[src/rtl/sorted_stream_out.sv]
// Holds one sorted frame from the upstream sorter and replays it as a valid/ready stream,
// checking on the way out that the frame really is non-decreasing.
`ifndef NUM_TESTS_DEEP
`define NUM_TESTS_DEEP 8
`endif

module sorted_stream_out #(
    parameter int DEPTH = `NUM_TESTS_DEEP,
    parameter int WIDTH = 32,
    localparam int IW   = $clog2(DEPTH)
) (
    input  logic             clk,
    input  logic             rst_n,
    input  logic             sort_done,
    input  logic [WIDTH-1:0] sort_data [0:DEPTH-1],
    output logic             m_valid,
    input  logic             m_ready,
    output logic [WIDTH-1:0] m_data,
    output logic [IW-1:0]    m_index,
    output logic             m_last,
    output logic             busy,
    output logic             frame_done,
    output logic             order_err,
    output logic [IW:0]      err_count,
    output logic             overrun
);

    typedef enum logic [1:0] {IDLE, STREAM, DONE} state_t;

    localparam logic [IW-1:0] LAST_IDX = IW'(DEPTH - 1);
    localparam logic [IW:0]   ERR_MAX  = (IW + 1)'(DEPTH - 1);

    function automatic logic [IW:0] sat_inc(input logic [IW:0] v);
        return (v >= ERR_MAX) ? ERR_MAX : v + (IW + 1)'(1);
    endfunction

    state_t           r_state;
    state_t           w_next;
    logic [WIDTH-1:0] r_buf [0:DEPTH-1];
    logic [IW-1:0]    r_idx;
    logic [WIDTH-1:0] r_prev;
    logic             r_order_err;
    logic [IW:0]      r_err_cnt;
    logic             r_overrun;

    logic             w_capture;
    logic             w_xfer;
    logic             w_at_last;
    logic             w_viol;
    logic [WIDTH-1:0] w_cur;

    assign w_capture = (r_state == IDLE) && sort_done;
    assign w_xfer    = (r_state == STREAM) && m_ready;
    assign w_cur     = r_buf[r_idx];
    assign w_at_last = (r_idx == LAST_IDX);
    // Unsigned compare against the previously accepted element; equal values are in order.
    assign w_viol    = w_xfer && (r_idx != '0) && (w_cur < r_prev);

    always_comb begin
        w_next = r_state;
        case (r_state)
            IDLE:    if (sort_done) w_next = STREAM;
            STREAM:  if (w_xfer && w_at_last) w_next = DONE;
            DONE:    w_next = IDLE;
            default: w_next = IDLE;
        endcase
    end

    always_ff @(posedge clk or negedge rst_n) begin
        if (!rst_n) begin
            r_state     <= IDLE;
            r_idx       <= '0;
            r_order_err <= 1'b0;
            r_err_cnt   <= '0;
            r_overrun   <= 1'b0;
        end else begin
            r_state <= w_next;
            if (w_capture) begin
                r_idx       <= '0;
                r_order_err <= 1'b0;
                r_err_cnt   <= '0;
            end else begin
                if (w_xfer && !w_at_last) r_idx <= r_idx + IW'(1);
                if (w_viol) begin
                    r_order_err <= 1'b1;
                    r_err_cnt   <= sat_inc(r_err_cnt);
                end
            end
            if (sort_done && (r_state != IDLE)) r_overrun <= 1'b1;
        end
    end

    // Frame storage and the running previous value carry no reset; both are
    // always written before they are read.
    always_ff @(posedge clk) begin
        if (w_capture) begin
            for (int i = 0; i < DEPTH; i++) r_buf[i] <= sort_data[i];
        end
    end

    always_ff @(posedge clk) begin
        if (w_xfer) r_prev <= w_cur;
    end

    assign m_valid    = (r_state == STREAM);
    assign m_data     = m_valid ? w_cur : '0;
    assign m_index    = r_idx;
    assign m_last     = m_valid && w_at_last;
    assign busy       = (r_state != IDLE);
    assign frame_done = (r_state == DONE);
    assign order_err  = r_order_err;
    assign err_count  = r_err_cnt;
    assign overrun    = r_overrun;

endmodule

[config.mk]
export PLATFORM = sky130hd
export DESIGN_NAME = sorted_stream_out
export DESIGN_NICKNAME = d
export VERILOG_FILES = /design/src/rtl/sorted_stream_out.sv
export SDC_FILE = /design/constraint.sdc
export NUM_CORES = 1
export LEC_CHECK = 0
export CORE_ASPECT_RATIO = 1.4
export CORE_MARGIN = 2
export CORE_UTILIZATION = 50
export DETAILED_ROUTE_END_ITERATION = 6
export HOLD_SLACK_MARGIN = 0.03
export PLACE_DENSITY = 0.81
export REMOVE_ABC_BUFFERS = 1
export SYNTH_ARGS = -nofsm -noshare
export SYNTH_HDL_FRONTEND = slang
export SYNTH_SLANG_ARGS = --single-unit
export TNS_END_PERCENT = 100
[constraint.sdc]
create_clock -name clk -period 13.7 [get_ports clk]
set_input_delay 4.11 -clock clk [delete_from_list [all_inputs] [get_ports clk]]
set_output_delay 4.11 -clock clk [all_outputs]
set_load 0.01 [all_outputs]
==> flow_metrics.py <==
metrics = {
    "outcome": {
        "status": "complete, no violations",
    },
    "cts": {
        "htreeDepth": 1,
        "cts_made_buffers": 28,
        "clock_tree.root_cell": "clkbuf_16",
        "clk-insertion-delay-late_ns": 0.54,
        "post_cts.repair.setup_buffers": 0,
        "cts_repair_resizes": 0,
        "cts_tree": "done",
        "path_clk_slew_ns": 0.06,
        "max_root_sink_buffers": 3,
        "cts_hold_buf": 0,
        "cts_sinks": 299,
    },
    "sta": {
        "final.setup.tns_ns": 0,
        "timing.final.setup_violations": 0,
        "timing.final.crit_period_ns": 7.79,
        "setup_ws_ns": 5.91,
        "slew_violations": 0,
        "max_slew_margin_pct": 16.7,
        "rsz0062_at_grt": "no",
        "final.period_utilization_pct": 56.8,
        "clock-skew-final_ns": 0.0234,
        "max_clock_freq_mhz": 128,
        "report.final.hold_viol_count": 0,
        "fin_hold_ws_ns": 0.463,
        "worst_slew_pin_slew_ns": 1.25,
    },
    "logic_synthesis": {
        "syn_inst": 611,
        "synth_edf_count": 288,
        "yosys_register_bits": 299,
        "ys.warnings.count": 0,
        "synth.cell_area_um2": 12100,
        "share_of_flip_flops_with_an_asynchronous_set_or_reset_pct": 3.68,
        "synth_top_flop_cell": "edfxtp_1",
        "ys_seq_area_share_pct": 73.8,
        "syn_area_per_cell_um2": 19.8,
        "yosys.cell_types.count": 31,
    },
    "setup_path": {
        "crit_path_start_kind": "flip-flop",
        "end_kind": "output port",
        "critical_path_required_ns": 9.59,
        "r2r_cells": 10,
        "cp.arrival_ns": 3.68,
        "slowest_stage": "dfrtp_4",
        "worstSetupPathType": "flip-flop to output port",
        "worst-path-max-fanout": 35,
        "slowest_delay_ns": 0.86,
        "worstPathCellList": "buf_4 -> mux4_2 -> mux2_2 -> and2_1 -> clkdlybuf4s50_1",
    },
    "global_route": {
        "grt_antenna_before_repair": 3,
        "grt_max_degree": 166,
        "gr_usage_total_pct": 21.1,
        "grt_pass1_vias": 7452,
        "grt_first_pass_wirelength_um": 40300,
        "grt_remaining_overflow": 0,
    },
    "place": {
        "io_buffer_count": 304,
        "place_worst_setup_slack_ns": 6.37,
        "gp_congestion": 0.797,
        "dp_cells": 1207,
        "place.detailed.hpwl_um": 18900,
    },
    "power_and_ir_drop": {
        "power_density_over_cell_area_nw_per_um2": 200,
        "total_power_mw": 3.27,
        "peakVddDrop_uv": 139,
        "leakage_power_nw": 5.62,
    },
    "layout": {
        "area_overhead_vs_synth_pct": 35.3,
        "area.sequential_um2": 8930,
        "design.final.nets": 1222,
        "final_cell_count_no_fill": 1263,
        "multi_input_area_um2": 2940,
        "drive_gt1_share_pct": 15.4,
        "mostFrequentLayoutCell": "clkdlybuf4s50_1",
        "fillers": 1572,
        "highest_count_cells_in_the_layout_ignoring_fill_and_taps": "clkdlybuf4s50_1 (304), edfxtp_1 (288), mux4_2 (64)",
    },
    "routing": {
        "ant_nets": 0,
        "detail_route.vias_per_cell": 5.33,
        "routedWlPerCell_um": 21.2,
        "firstDrtPassIters": 4,
        "wl_um": 26700,
        "routed-via-count": 6736,
        "remaining_drc_errors": 0,
        "drt_first_iter_violations": 456,
    },
    "job": {
        "drv.max_cap_violation_count": 0,
    },
    "floorplan": {
        "die-width_um": 135,
        "initial_core_util_pct": 50.8,
        "coreArea_um2": 23800,
        "io_pins": 305,
        "row_count": 67,
        "floorplan.die.height_um": 188,
        "die_area_um2": 25400,
    },
    "hold_path": {
        "min-delay-path-class": "flip-flop to flip-flop",
        "timing.hold.worst_path_depth": 1,
    },
}
==> cell usage after synthesis, drive strengths merged (5+ instances only) <==
cell type | n | area [µm²]
nor2b | 5 | 31.3
and2 | 33 | 206
a21oi | 18 | 90.1
nand4 | 8 | 50.1
nor3 | 5 | 25.0
dfrtp | 11 | 275
buf | 9 | 45.0
nand2 | 15 | 56.3
edfxtp | 288 | 8650
inv | 35 | 131
mux4 | 64 | 1440
nor2 | 9 | 33.8
clkbuf | 13 | 48.8
ha | 35 | 438
mux2 | 32 | 360
o21ai | 9 | 45.0
==> state kept, by name (all words and copies together) (netlist names) <==
| name | count |
|---|---|
| overrun | 1 |
| r_prev | 32 |
| r_buf | 256 |
| err_count | 4 |
| m_index | 3 |
| r_state | 2 |
| order_err | 1 |
==> power by group <==
group,total (mW),leakage (nW),switching [mW],internal (mW)
logic,1.20,2.42,0.560,0.640
registers,1.34,2.78,0.114,1.23
clock network,0.729,0.424,0.325,0.404
total,3.27,5.62,0.999,2.27
==> cells by family (layout without fill, tap and decap cells) <==
| group | after synthesis | in the layout | share of synthesized area (%) |
|---|---|---|---|
| other | 0 | 4 | 0 |
| multiplexers | 96 | 96 | 14.9 |
| AND/OR/NAND/NOR | 81 | 81 | 3.61 |
| adder cells (fa/ha/maj) | 35 | 35 | 3.62 |
| AO/OA/AOI/OAI | 41 | 41 | 2.05 |
| XOR/XNOR | 1 | 1 | 0.0725 |
| flip-flops | 299 | 299 | 73.8 |
| buffers and inverters | 58 | 396 | 1.89 |
==> area by class of cell <==
cell class | instances | area share, %
Sequential cell | 299 | 54.6
Timing Repair Buffer | 308 | 18.8
Multi-Input combinational cell | 254 | 18.0
Clock buffer | 32 | 4.51
Tap cell | 310 | 2.37
Inverter | 36 | 0.873
Clock inverter | 20 | 0.758
Antenna cell | 4 | 0.0612
==> critical path, delay by kind of cell, from the launching register on <==
family | cells | cell delay [ns]
muxes | 2 | 0.91
buffers and inverters | 2 | 1.18
and+or+nand+nor | 1 | 0.15
DFF | 1 | 0.86
==> worst paths after layout <==
| kind | endpoint | slack [ns] | from |
|---|---|---|---|
| worst max-delay path | m_data[22] | 5.91 | m_index[0]$_DFFE_PN0P_ |
| worst min-delay path | overrun$_DFFE_PN0P_ | 0.46 | overrun$_DFFE_PN0P_ |
| worst max register to register | err_count[3]$_DFFE_PN0P_ | 8.96 | m_index[0]$_DFFE_PN0P_ |
| worst min register to register | overrun$_DFFE_PN0P_ | 0.46 | overrun$_DFFE_PN0P_ |
| max in group asynchronous | m_index[0]$_DFFE_PN0P_ | 9.34 | rst_n |
| min in group asynchronous | overrun$_DFFE_PN0P_ | 3.93 | rst_n |
==> stage by stage <==
stage          cell area, µm²  utilization [%]
6_report                16300             68.7
5_1_grt                 16300             68.7
4_1_cts                 16300             68.6
3_5_place_dp            15500             65.0
3_3_place_gp            15500             65.0
2_1_floorplan           12000                -
==> layer usage <==
metal  global-route usage, %  vias up  share of wire, %
met5                       0        -                 0
met4                    8.25        0               3.8
met3                    3.78       57               6.1
met2                    39.4      252                55
met1                    23.7     3348                35
li1                        -     3079                 -
Note: power is estimated with default switching activity, not from simulation.
==> variant 1: new RTL, config.mk and constraints unchanged <==
Re-encode `state_t` (3 states) as one-hot, 3 bits wide.
--- a/src/rtl/sorted_stream_out.sv
+++ b/src/rtl/sorted_stream_out.sv
@@ -27,3 +27,3 @@
 
-    typedef enum logic [1:0] {IDLE, STREAM, DONE} state_t;
+    typedef enum logic [2:0] {IDLE = 3'b001, STREAM = 3'b010, DONE = 3'b100} state_t;
 
Behaviour: no difference found for any inputs over 4 cycles, from zero or initial values and one cycle with rst_n low; so few cycles prove little.
==> variant 1 against the unedited design <==
  * Sequential cell count up 1
  * Highest routed layer unchanged
  * Global-route usage up 0.37 points
  * Routed wire length increased by 1.3%
  * Cell area grew 0.46%
  * Area after synthesis rose by 0.42%
  * Die area increased by 0.41%
  * Setup slack gained 0.018 ns
Power is not compared: it rests on default switching activity, and its combinational part moved more than twofold at a synthesized area within 25%.
==> variant 1: results (changes against the unedited design) <==
Synth
  – Synth cell count leaders: edfxtp_1 (288), nand2_1 (115), mux4_2 (64)
  – Ys async rst share: 4.00% (+0.32 points)
  – Register area share after synthesis: 73.7% (-0.096 points)
  – Ranking of synthesized cells by area: edfxtp_1 (71%), mux4_2 (12%), ha_1 (3.6%), nand2_1 (3.6%), dfrtp_1 (2.3%)
  – Number of synthesized flops with an enable pin: 288 (unchanged)
  – Synth warnings: 0 (unchanged)
  – Unique masters post-synth: 38 (+23%)

Detailed routing
  – DR vias: 6927 (+2.8%)
  – DR iter-0 viols: 341 (-25%)
  – First-pass detailed-route iteration total: 4 (unchanged)
  – WL/cell: 20.5 um (-3.3%)

Power
  – Pleak: about 5.8 nW
  – Comb pwr share: between 20% and 30%
  – Clock group: ~0.75 mW
  – Switching share of power: ~26%
  – Worst vdd ir: around 150 uV

Global route
  – Largest net degree at the start of global routing: 104 (-37%)
  – Antenna violations before repair: 0 (-3)
  – Gr usage total: 21.5% (+0.37 points)
  – Vias in the first global route: 7773 (+4.3%)
  – First-pass GRT wire length: 41500 um (+3.0%)

CTS
  – Clock Path Buffers: 3 (unchanged)
  – CTS clk-pin slew, worst paths: 0.06 ns (about the same)
  – CTS Buf Count: 29 (+3.6%)
  – Post_cts resized: 0 (unchanged)
  – CTS Root Cell: clkbuf_16
  – Worst-skew pair later-pin latency: 0.54 ns (about the same)
  – CTS H-Tree Depth: 1 (unchanged)
  – # Post-CTS Setup Buffers: 0 (unchanged)

Hold path
  – Hold Path Class: flop to flop
  – HP Start: overrun
  – Hold path depth: 1 (unchanged)

Timing
  – Final Skew: 0.0177 ns (-0.00569 ns)
  – Slew HR: 25.3% (+8.5 points)

Final layout
  – Share of layout cells above drive strength 1: 11.9% (-3.4 points)
  – Max FFs per register: 256 (unchanged)
  – Nets: 1293 (+5.8%)
  – Ant diodes: 0 (-4)
  – Reg with most FFs: r_buf

Worst setup path
  – CP Data Arrival Time: 3.66 ns (-0.02 ns)
  – CP max FO: 36 (+2.9%)
  – Max stage delay on crit path: 0.90 ns (+0.04 ns)
  – Cell family contributing the most delay on the critical path: buffers and inverters
  – FF-to-FF Start: m_index[0]
  – Worst setup SP type: flop
  – Worst r2r path cells: 11 (+1)
  – Crit-path slowest cell: dfrtp_4

Place
  – DPL Wire Length: 18800 um (-0.86%)
  – Port bufs: 304 (unchanged)
  – Gpl congestion: 0.776 (-2.6%)

Run status
  – Status: finished clean
variant 1: cell types whose count changed in the layout (fill, tap and decap cells not counted), moves of 3 or more:
cell      unedited run  this run
nand2_1             15       115
nand4_1              8         5
diode_2              4         0
buf_4                4         7
clkinv_1             8         5
a21o_1               4         1
mux2_2              32         0
nor2b_1              4         0
variant 1: path summary, 6_finish.rpt:
check / slack, ns / to
max: 5.93 / m_data[0]
min: 0.47 / overrun
max reg2reg: 8.81 / err_count[1]
min reg2reg: 0.47 / overrun
max in group asynchronous: 9.34 / m_index[0]
min in group asynchronous: 3.94 / order_err
variant 1: area by class of cell:
class / count / area [um^2]
Sequential cell: 300 / 8960
Inverter: 37 / 146
Clock inverter: 15 / 151
Clock buffer: 31 / 733
Multi-Input combinational cell: 319 / 2950
Tap cell: 310 / 388
Timing Repair Buffer: 311 / 3100
Fill cell: 1599 / 7470
variant 1: kinds of logic after synthesis:
group | share of synthesized area [%]
xor+xnor | 0.0722
compound gates | 1.85
buf+inv | 2.00
simple gates | 6.73
flops | 73.7
fa+ha+maj | 3.61
mux | 12.0
variant 1: layer usage:
| layer | wire length, um | GRT usage, % | vias to the layer above |
|---|---|---|---|
| met4 | 663 | 5.73 | 0 |
| met2 | 14900 | 40.7 | 264 |
| met5 | 0 | 0 | - |
| li1 | - | - | 3246 |
| met1 | 9230 | 23.7 | 3375 |
| met3 | 2310 | 5.25 | 42 |
variant 1: through the flow:
stage | instances | power [mW] | setup WS, ns
after floorplan | 656 | 1.73 | 2.51
after global placement | 1277 | 1.90 | 6.43
after detailed placement | 1277 | 1.92 | 6.41
after CTS | 1323 | 2.68 | 5.83
after global routing | 1323 | 2.78 | 5.69
final | 1323 | 2.65 | 5.93
==> variant 2: new RTL, config.mk and constraints unchanged <==
Made on the original files. Set the parameter `WIDTH` to 64 (it was 32).
--- a/src/rtl/sorted_stream_out.sv
+++ b/src/rtl/sorted_stream_out.sv
@@ -8,3 +8,3 @@
     parameter int DEPTH = `NUM_TESTS_DEEP,
-    parameter int WIDTH = 32,
+    parameter int WIDTH = 64,
     localparam int IW   = $clog2(DEPTH)
Ports: changed (resized m_data and sort_data); port bits go from 305 to 593. The function was not compared with the original's and may differ.
==> variant 2 against the unedited design <==
  * Combinational power up 95%
  * Sequential cell count up 288
  * Register-to-register slack worse by 0.64 ns
  * Cell area up 96%
  * Setup slack worse by 0.47 ns
  * Area after synthesis up 96%
  * Total power up 96%
  * Fmax down 5.7%
  * Critical path depth unchanged
  * Routed wire length up 140%
  * Critical path type unchanged
==> variant 2: results (changes against the unedited design) <==
Global route
  – GR met1 Demand/Resource: 27.5% (+3.8 points)
  – Largest net degree at the start of global routing: 204 (+23%)
  – Met3 Use GR: 6.30% (+2.5 points)
  – First-pass GRT wire length: 89000 um (+120%)
  – Gr usage total: 25.0% (+3.9 points)
  – Antenna violations before repair: 21 (+18)
  – Vias in the first global route: 14.4k (+93%)
  – Global routing usage on met2: 46.2% (+6.9 points)

Detailed routing
  – First-pass detailed-route iteration total: 5 (+1)
  – WL/cell: 25.6 um (+21%)
  – Total Wirelength: 63000 um (+140%)
  – DR iter-0 viols: 908 (+99%)
  – DR vias: 13.4k (+100%)

Synth
  – Unique masters post-synth: 38 (+23%)
  – Number of synthesized flops with an enable pin: 576 (+100%)
  – Synth warnings: 0 (unchanged)
  – Syn_area_per_cell: 20.4 um^2 (+3.3%)
  – Synth cell count leaders: edfxtp_1 (576), mux4_2 (128), inv_1 (68)
  – Ranking of synthesized cells by area: edfxtp_1 (73%), mux4_2 (12%), ha_1 (3.5%), mux2_2 (3.1%), and2_1 (1.7%)
  – Register area share after synthesis: 74.4% (+0.53 points)
  – Ys async rst share: 1.87% (-1.8 points)

Place
  – Port bufs: 592 (+95%)
  – Gpl congestion: 0.855 (+7.3%)
  – Placed instance count: 2342 (+94%)
  – Placed inst area: 0.0303 mm^2 (+96%)
  – Post-place setup slack: 5.94 ns (-0.429 ns)
  – DPL Wire Length: 45500 um (+140%)

CTS
  – Worst-skew pair later-pin latency: 0.60 ns (+0.06 ns)
  – CTS Buf Count: 54 (+93%)
  – CTS H-Tree Depth: 2 (+1)
  – CTS Root Cell: clkbuf_16
  – # Post-CTS Setup Buffers: 0 (unchanged)
  – CTS clk-pin slew, worst paths: 0.06 ns (about the same)

Worst setup path
  – Worst r2r path cells: 12 (+2)
  – Worst r2r dst: err_count[0]
  – Max stage delay on crit path: 1.06 ns (+0.20 ns)
  – Reg2Reg Setup Slack: 8.32 ns (-0.64 ns)
  – CP max FO: 50 (+43%)
  – CP Data Arrival Time: 4.15 ns (+0.47 ns)

Power
  – Worst vdd ir: 128 uV (-8.0%)
  – Pleak: 10.9 nW (+95%)

Final layout
  – Area occupied by multi-input gates: 0.00564 mm^2 (+92%)
  – Share of layout cells above drive strength 1: 16.0% (+0.59 points)
  – Max FFs per register: 512 (+100%)
  – Nets: 2357 (+93%)
  – Fillcell total: 3020 (+92%)

Timing
  – Worst-Margin Slew: 1.14 ns (-0.112 ns)
  – Final Skew: 0.0204 ns (-0.00299 ns)
  – Hold WS: 0.461 ns (-0.00291 ns)

Run status
  – Status: finished clean

Hold path
  – Hold Path Class: flop to flop
  – HP Start: overrun
  – Hold Crit Endpoint: overrun
==> variant 2: worst max-delay path by stage <==
stage | from | endpoint | slack, ns | cells past startpoint
after global routing | m_index[0] | m_data[29] | 5.15 | 5
after floorplan | sort_done | err_count[0] | -13.28 | 3
after global placement | m_index[0] | m_data[61] | 5.96 | 5
final | m_index[0] | m_data[29] | 5.44 | 5
after detailed placement | m_index[0] | m_data[44] | 5.94 | 5
after CTS | m_index[0] | m_data[29] | 5.27 | 5
==> variant 2: final cells by class <==
class / count / area share, %
flip-flops and latches: 587 / 54.8
repair buffers: 604 / 18.8
multi-input cells: 459 / 17.6
clock buffers: 67 / 4.43
well taps: 624 / 2.44
clock inverters: 30 / 0.898
inverters: 68 / 0.800
diodes: 18 / 0.141
==> variant 2: worst max-delay path: cells and delay by family (launching register included) <==
family / cells / cell delay (ns)
AND/OR/NAND/NOR: 1 / 0.16
flip-flops: 1 / 1.06
multiplexers: 2 / 0.90
buffers and inverters: 2 / 1.32
==> variant 2: logic make-up after synthesis <==
kind of cell               count (synthesis)  share of synthesized area (%)
buffers and inverters                    111                           1.84
xor gates and xnor gates                   1                         0.0371
muxes                                    193                           15.3
AOI/OAI and AO/OA                         57                           1.58
and+or+nand+nor                          141                           3.34
DFF                                      587                           74.4
adders and majority gates                 67                           3.55
==> variant 2: routing by layer <==
metal | share of wire, % | vias up | routed length [um]
li1 | - | 5902 | -
met1 | 33 | 6839 | 21000
met2 | 56 | 556 | 35000
met3 | 7.3 | 134 | 4600
met4 | 3.6 | 8 | 2280
met5 | 0.091 | - | 57
==> variant 2: power by group <==
group | switching [mW] | internal (mW)
clock | 0.646 | 0.830
sequential | 0.177 | 2.41
combinational | 1.11 | 1.23
total | 1.93 | 4.47
